==> src/rtl/cross_bar_pkg.sv <==
// +----------------------------------------------------------------------------+
// | cross_bar_pkg : shared crossbar constants and arbiter types                 |
// | rev 1.0                                                                     |
// +----------------------------------------------------------------------------+
`default_nettype none

package cross_bar_pkg;

  localparam int MASTER_N  = 4;
  localparam int SLAVE_N   = 4;
  localparam int MASTER_W  = $clog2(MASTER_N);
  localparam int MAX_BURST = 4;
  localparam int BURST_W   = $clog2(MAX_BURST + 1);

  typedef logic [SLAVE_N-1:0] sgrant_t;

  typedef enum logic {
    IDLE  = 1'b0,
    OWNED = 1'b1
  } arb_state_t;

endpackage

`default_nettype wire

==> src/rtl/xbar_prio_pick.sv <==
// +----------------------------------------------------------------------------+
// | xbar_prio_pick : combinational winner select, round-robin or fixed priority |
// | rev 1.0                                                                     |
// +----------------------------------------------------------------------------+
`default_nettype none

module xbar_prio_pick #(
  parameter int N = 4,
  parameter int W = 2
) (
  input  logic [N-1:0] req_i,
  input  logic [W-1:0] ptr_i,
  input  logic         fixed_i,
  output logic [W-1:0] idx_o,
  output logic         vld_o
);

  // Scan from the farthest candidate down so the closest one is written last.
  always_comb begin
    idx_o = '0;
    vld_o = 1'b0;
    for (int k = N - 1; k >= 0; k--) begin
      int j;
      j = fixed_i ? k : int'(ptr_i) + k;
      if (j >= N) j = j - N;
      if (req_i[j]) begin
        idx_o = W'(j);
        vld_o = 1'b1;
      end
    end
  end

endmodule

`default_nettype wire

==> src/rtl/xbar_arbiter.sv <==
// +----------------------------------------------------------------------------+
// | xbar_arbiter : per-slave arbiter with burst lock and zero-bubble handover   |
// | rev 1.0                                                                     |
// +----------------------------------------------------------------------------+
`default_nettype none

module xbar_arbiter #(
  parameter  int MASTER_N  = cross_bar_pkg::MASTER_N,
  parameter  int MAX_BURST = cross_bar_pkg::MAX_BURST,
  localparam int MASTER_W  = $clog2(MASTER_N),
  localparam int BURST_W   = $clog2(MAX_BURST + 1)
) (
  input  logic                clk,
  input  logic                rst,
  input  logic [MASTER_N-1:0] req_i,
  input  logic [MASTER_N-1:0] lock_i,
  input  logic                fixed_prio_i,
  input  logic                ack_i,
  output logic [MASTER_N-1:0] grant_o,
  output logic [MASTER_W-1:0] grant_idx_o,
  output logic                grant_vld_o,
  output logic [BURST_W-1:0]  burst_cnt_o
);

  import cross_bar_pkg::*;

  arb_state_t          state_q, state_d;
  logic [MASTER_N-1:0] grant_q, grant_d;
  logic [MASTER_W-1:0] idx_q, idx_d;
  logic [MASTER_W-1:0] ptr_q, ptr_d;
  logic                vld_q, vld_d;
  logic [BURST_W-1:0]  cnt_q, cnt_d;

  logic [MASTER_N-1:0] pick_req;
  logic [MASTER_W-1:0] pick_ptr, pick_idx, next_ptr;
  logic                pick_vld;
  logic                own_req, own_lock, at_limit, limit_rel, release_grant;

  assign own_req   = req_i[idx_q];
  assign own_lock  = lock_i[idx_q];
  assign at_limit  = (cnt_q >= BURST_W'(MAX_BURST - 1));
  assign limit_rel = ack_i && at_limit;
  assign release_grant = !own_req || (ack_i && (!own_lock || at_limit));
  assign next_ptr  = (idx_q == MASTER_W'(MASTER_N - 1)) ? '0 : idx_q + 1'b1;

  // Handover arbitrates from the post-release pointer; only a burst that ran
  // out its limit is kept from immediately winning again.
  assign pick_req = (state_q == OWNED && limit_rel) ? (req_i & ~grant_q) : req_i;
  assign pick_ptr = (state_q == OWNED) ? next_ptr : ptr_q;

  xbar_prio_pick #(
    .N (MASTER_N),
    .W (MASTER_W)
  ) u_pick (
    .req_i   (pick_req),
    .ptr_i   (pick_ptr),
    .fixed_i (fixed_prio_i),
    .idx_o   (pick_idx),
    .vld_o   (pick_vld)
  );

  always_comb begin
    state_d = state_q;
    grant_d = grant_q;
    idx_d   = idx_q;
    ptr_d   = ptr_q;
    vld_d   = vld_q;
    cnt_d   = cnt_q;
    case (state_q)
      IDLE: begin
        cnt_d = '0;
        if (pick_vld) begin
          state_d = OWNED;
          idx_d   = pick_idx;
          grant_d = MASTER_N'(1) << pick_idx;
          vld_d   = 1'b1;
        end
      end
      OWNED: begin
        if (release_grant) begin
          ptr_d = next_ptr;
          cnt_d = '0;
          if (pick_vld) begin
            idx_d   = pick_idx;
            grant_d = MASTER_N'(1) << pick_idx;
            vld_d   = 1'b1;
          end else begin
            state_d = IDLE;
            idx_d   = '0;
            grant_d = '0;
            vld_d   = 1'b0;
          end
        end else if (ack_i && (cnt_q < BURST_W'(MAX_BURST))) begin
          cnt_d = cnt_q + 1'b1;
        end
      end
      default: state_d = IDLE;
    endcase
  end

  always_ff @(posedge clk or posedge rst) begin
    if (rst) begin
      state_q <= IDLE;
      grant_q <= '0;
      idx_q   <= '0;
      ptr_q   <= '0;
      vld_q   <= 1'b0;
      cnt_q   <= '0;
    end else begin
      state_q <= state_d;
      grant_q <= grant_d;
      idx_q   <= idx_d;
      ptr_q   <= ptr_d;
      vld_q   <= vld_d;
      cnt_q   <= cnt_d;
    end
  end

  assign grant_o     = grant_q;
  assign grant_idx_o = idx_q;
  assign grant_vld_o = vld_q;
  assign burst_cnt_o = cnt_q;

endmodule

`default_nettype wire

==> config.mk <==
export PLATFORM = sky130hd
export DESIGN_NAME = xbar_arbiter
export DESIGN_NICKNAME = d
export VERILOG_FILES = /design/src/rtl/cross_bar_pkg.sv /design/src/rtl/xbar_prio_pick.sv /design/src/rtl/xbar_arbiter.sv
export SDC_FILE = /design/constraint.sdc
export NUM_CORES = 1
export LEC_CHECK = 0
export CAP_MARGIN = 20
export CORE_MARGIN = 2
export CORE_UTILIZATION = 45
export DETAILED_ROUTE_END_ITERATION = 8
export GPL_TIMING_DRIVEN = 0
export PLACE_DENSITY_LB_ADDON = 0.05
export SETUP_SLACK_MARGIN = 0.4
export SYNTH_ARGS = -nofsm -noshare
export SYNTH_HDL_FRONTEND = slang
export SYNTH_SLANG_ARGS = --single-unit
==> constraint.sdc <==
create_clock -name clk -period 2.7 [get_ports clk]
set_clock_uncertainty 0.1 [all_clocks]
set_input_delay 0.54 -clock clk [delete_from_list [all_inputs] [get_ports clk]]
set_output_delay 0.54 -clock clk [all_outputs]
set_load 0.01 [all_outputs]
# --- Yosys cells after proc, flatten, opt, wreduce, memory -nomap -nowiden ---
# Cells that the tools add are included.
classes:
  addsub: 9
  magnitude_cmp: 11
  n_eq_ne: 4
  n_shift: 1
  n_mux: 52
  bitwise_logic: 3
  reduce_logical: 10
op_table:
  columns: ["operator", "n"]
  rows:
  - ["$mux W32", 7]
  - ["$ge A32 B4 Y1 const B", 4]
  - ["$lt A32 B4 Y1 const B", 4]
  - ["$sub A32 B4 Y32 const B", 4]
  - ["$mux W2", 10]
  - ["$mux W1", 18]
  - ["$mux W4", 4]
  - ["$bmux W1 S2", 6]
  - ["$pmux W4 S2", 1]
  - ["$add A2 B2 Y3 const B", 2]
  - ["$mux W3", 2]
  - ["$pmux W3 S2", 1]
  - ["$and A4 B4 Y4", 1]
  - ["$logic_and A1 B1 Y1", 4]
  - ["$not A4 Y4", 1]
  - ["$pmux W1 S2", 2]
  - ["$pmux W2 S2", 1]
  - ["$reduce_and A2 Y1", 2]
  - ["$shl A1 B2 Y4 const A", 1]
  - ["$add A2 B1 Y3 const B", 1]
  - ["$add A3 B1 Y3 const B", 1]
  - ["$ge A3 B2 Y1 const B", 1]
  - ["$lt A2 B3 Y1 const B", 1]
  - ["$lt A3 B3 Y1 const B", 1]
  - ["8 further kinds", 10]
word_totals:
  regBits: 13
  in_bits: 12
  output_inout_bits: 10
  wordCells: 96

# --- Longest topological paths before layout ---
depth:
  word_depth: 18
  ltp_mapped: 9

# --- Hierarchy ---
# A second synthesis with hierarchy kept.
unflattened:
  cells_unflattened: 91
  area_unflattened_um2: 914.6
by_module_without_submodules:
  columns: ["mod", "instances", "cells_per_inst", "area_each_um2", "seq_area_each_um2"]
  rows:
  - ["xbar_arbiter", 1, 66, 729.4, 325.3]
  - ["xbar_prio_pick", 1, 25, 185.2, 0.0]

# --- Worst setup path before layout ---
# No wires, ideal clock.
synth_path:
  kind: "reg-to-reg"
  startpoint: "register idx_q[0], in the netlist grant_idx_o[0]"
  endpoint: "register grant_q[3], in the netlist grant_o[3]"
  setup_time_ps: 122
  arrival_ps: 2375
  t_required_ps: 2478
  path_slack_ps: 104
  stages_incl_launch_ff: 9
  synth_period_minus_slack_ps: 2596
  path_cell_list: "dfrtp_1 -> ha_1 -> xnor2_1 -> a22o_1 -> a211o_1 -> a221oi_4 -> a21oi_2 -> a211o_1 -> a32o_1"
synth_via:
  elab_chain_cells: 18
  word_cells_on_any_way: 60
synth_lines:
  columns: ["item", "line_no", "source"]
  rows:
  - ["start, declared", "xbar_arbiter.sv:29", "logic [MASTER_W-1:0] idx_q, idx_d;"]
  - ["start signal, assigned", "xbar_arbiter.sv:112", "idx_q <= idx_d;"]
  - ["$add A2 B1 Y2 or $eq A2 B2 Y1 (tied branches)", "xbar_arbiter.sv:44", "assign next_ptr = (idx_q == MASTER_W'(MASTER_N - 1)) ? '0 : idx_q + 1'b1;"]
  - ["$mux W2 (*)", "xbar_arbiter.sv:44", null]
  - ["named net next_ptr[1]", "xbar_arbiter.sv:35", "logic [MASTER_W-1:0] pick_ptr, pick_idx, next_ptr;"]
  - ["$mux W2 (*)", "xbar_arbiter.sv:49", "assign pick_ptr = (state_q == OWNED) ? next_ptr : ptr_q;"]
  - ["$add A2 B2 Y3", "xbar_prio_pick.sv:24", "j = fixed_i ? k : int'(ptr_i) + k;"]
  - ["$mux W32", "xbar_prio_pick.sv:24", null]
  - ["$sub A32 B4 Y32 or $ge A32 B4 Y1 (tied branches)", "xbar_prio_pick.sv:25", "if (j >= N) j = j - N;"]
  - ["$mux W32", "xbar_prio_pick.sv:25", null]
  - ["$bmux W1 S2", "xbar_prio_pick.sv:26", "if (req_i[j]) begin"]
  - ["$mux W1 (implied by the code) (2 in a row)", "xbar_prio_pick.sv:26", null]
  - ["$mux W2 (4 in a row)", "xbar_prio_pick.sv:26", null]
  - ["$shl A1 B2 Y4", "xbar_arbiter.sv:75, xbar_arbiter.sv:85", null]
  - ["$mux W4", "xbar_arbiter.sv:83", "if (pick_vld) begin"]
  - ["$mux W4", "xbar_arbiter.sv:80", "if (release_grant) begin"]
  - ["$pmux W4 S2", "xbar_arbiter.sv:69", "case (state_q)"]
  - ["end signal, assigned", "xbar_arbiter.sv:111", "grant_q <= grant_d;"]
  - ["end, declared", "xbar_arbiter.sv:28", "logic [MASTER_N-1:0] grant_q, grant_d;"]
# Mark *: on every way through the listed nets, which the timed path passes. The rest lies on a longest branch. The select of a mux whose other input is x is not followed.
# A chain may end at the register's enable or synchronous reset.

# --- Worst setup path after layout ---
layout_path:
  startpoint: "register idx_q[0], in the netlist grant_idx_o[0]"
  endpoint: "register grant_q[2], in the netlist grant_o[2]"
# The elaborated chain is that of the path after synthesis.

==> flow_metrics.tcl <==
set metrics [dict create \
    r2r_cells 8 \
    holdBufCountCts 0 \
    avgSynthCellArea_um2 8.89 \
    crit_fanout 5 \
    syn_nets 135 \
    drive_gt1_frac 0.284 \
    routedWlPerCell_um 15.9 \
    nets 171 \
    vias 1079 \
    hold_viol_final 0 \
    place_area_um2 1360 \
    grtUsageMet1 0.320 \
    synth_warnings 0 \
    cp.arrival_ps 2660 \
    dp_hpwl_mm 2.17 \
    ys_seq_elements 13 \
    finalSetupViolCount 0 \
    cts_max_path_buffers 2 \
    die_h_um 52.7 \
    hold_path.class "reg2reg" \
    synth_top_area_cell "dfrtp_1" \
    cts_inserted_buffers 3 \
    leakage_nw 0.644 \
    cp.required_ps 2770 \
    synth.distinct_cells 43 \
    slew_viol_final 0 \
    worstHoldStart "grant_vld_o" \
    reg2reg_setup_slack_ps 100 \
    ios 22 \
    drv_cap 0 \
    coreArea_um2 2230 \
    met3_usage 0.0114 \
    grt_antenna_before_repair 0 \
    core.rowCount 17 \
    grt_busiest_layer "met2" \
    crit_path_end_kind "flip-flop" \
    holdPathStages 2 \
    start_util 0.478 \
    fillerInstances 190 \
    drc_errors 0 \
    synth_cells 120 \
    clkTransAtPathRegs_ps 70 \
    grt_use_total 0.237 \
    syn2layout_area_growth_pct 44.4 \
    tightestPinTransition_ps 485 \
    fp.dieW_um 52.7 \
    finalWirelength_mm 2.92 \
    pre_cts_ws_ps -423 \
    status "finished clean" \
    place_congestion 0.930 \
    n_antenna_cell 0 \
    ant_nets 0 \
    critPathLaunch "grant_idx_o[0]" \
    maxSlewHeadroom 0.676 \
    clkSinkCount 13 \
    ys_seq_area_frac 0.305 \
    path_class "reg2reg" \
    reg2reg_from "grant_idx_o[0]" \
    period_share 0.961 \
    min_period_ps 2600 \
    drt_iter0_drc 27 \
    power.density_nw_per_um2 1020 \
    max_freq_ghz 0.385 \
    synth_top_area_frac 0.305 \
    netlist_area_um2 1070 \
    grt_max_degree 14 \
    io_buffer_count 21 \
    worst_slack_ps 105 \
    clk_latency_ps 270 \
    cts_tree "yes" \
    rsz0062_at_grt "yes" \
    grt_pass1_vias 1057 \
    fin_util 0.690 \
    yosys-top-cells-area "dfrtp_1, o21ai_0, mux2i_1, ha_1, a32o_1" \
    vdd.ir_drop.worst_uv 774 \
    use_met2 0.398 \
    htreeDepth 1 \
    die_area_um2 2780 \
    grt_pass1_wl_mm 4.80 \
    crit_path_start_kind "flip-flop" \
    cts_root_buf "clkbuf_4" \
    final_area_um2 1540 \
    firstDrtPassIters 4 \
    viasPerCell 5.90 \
    overflow 0 \
]
## synthesized netlist by cell type (all sizes together)
master and number:
buf 1, and2 4, a221oi 1, o31ai 1, nand2b 2, xnor2 2
a22o 1, o21ai 17, a41o 1, inv 6, a211o 2, mux2i 5
a22oi 1, nor3 3, a32o 3, a21oi 5, a211oi 3, o211a 1
a31o 1, xor2 1, nand3 6, or2 2, a2111oi 1, ha 3
nand4bb 1, a31oi 2, a311oi 1, nor2 7, o211ai 1, nand2 7
mux2 1, a21o 4, dfrtp 13, mux4 1, and3 2, nor2b 4
or3 3
## cell families after synthesis
| group | Yosys count | share of synthesized area |
|---|---|---|
| fa+ha+maj | 3 | 0.0352 |
| mux | 7 | 0.0785 |
| buf+inv | 7 | 0.0281 |
| xor+xnor | 3 | 0.0246 |
| flops | 13 | 0.305 |
| simple gates | 41 | 0.204 |
| compound gates | 46 | 0.325 |
## final timing paths
check                            endpoint
min                           grant_vld_o
max                            grant_o[2]
max reg2reg                    grant_o[2]
max in group asynchronous  grant_idx_o[1]
min reg2reg                   grant_vld_o
min in group asynchronous        ptr_q[1]
## through the flow
step / hold WS, ps / instances / TNS, ps / power, W
after floorplan: 317 / 120 / 0 / 0.000935
after global placement: 365 / 169 / -1780 / 0.00120
after detailed placement: 377 / 169 / -1990 / 0.00121
after CTS: 399 / 181 / 0 / 0.00147
after global routing: 435 / 183 / 0 / 0.00169
final: 394 / 183 / 0 / 0.00158
## final cells by class
cell class / instances / area [um2] / area share
plain buffers: 1 / 7.51 / 0.00487
multi-input cells: 100 / 837 / 0.543
clock buffers: 4 / 26.3 / 0.0170
inverters: 6 / 22.5 / 0.0146
flip-flops and latches: 13 / 330 / 0.214
well taps: 28 / 35.0 / 0.0227
repair buffers: 31 / 283 / 0.183
## metal layers
metal,share of wire,up-vias
met2,0.46,32
met5,0,-
li1,-,534
met1,0.48,506
met4,0.017,0
met3,0.046,7
## where the power goes
| part | internal (W) | total (W) | leakage, nW | switching, W |
|---|---|---|---|---|
| Sequential | 0.000272 | 0.000371 | 0.157 | 0.0000990 |
| Clock | 0.0000573 | 0.000118 | 0.0150 | 0.0000602 |
| Combinational | 0.000586 | 0.00109 | 0.472 | 0.000506 |
## flip-flops by register name (all words and copies together) (netlist names)
register	flops
grant_idx_o	2
ptr_q	2
grant_vld_o	1
state_q	1
grant_o	4
burst_cnt_o	3
## critical path, stage by stage, from the launching register on
cell	delay [ps]
dfrtp_2	460
ha_4	290
xnor2_4	130
a22o_4	220
a211o_1	270
a221oi_4	340
a21o_1	180
nand4bb_1	180
a32o_1	300
## repair_timing
item,in CTS,in global routing
pin swaps,10,9
setup endpoints to repair,7,7
buffers inserted,8,2
resized for setup,12,8
## cells in the final DEF (no fill, tap or decap), types with 6 or more instances in the layout
cell              n
clkdlybuf4s50_1  16
nand2_1           7
dfrtp_1           9
nor2_1            7
o21ai_0          14
nand3_1           6
buf_4            11
Power figures use the tool's default switching activity.
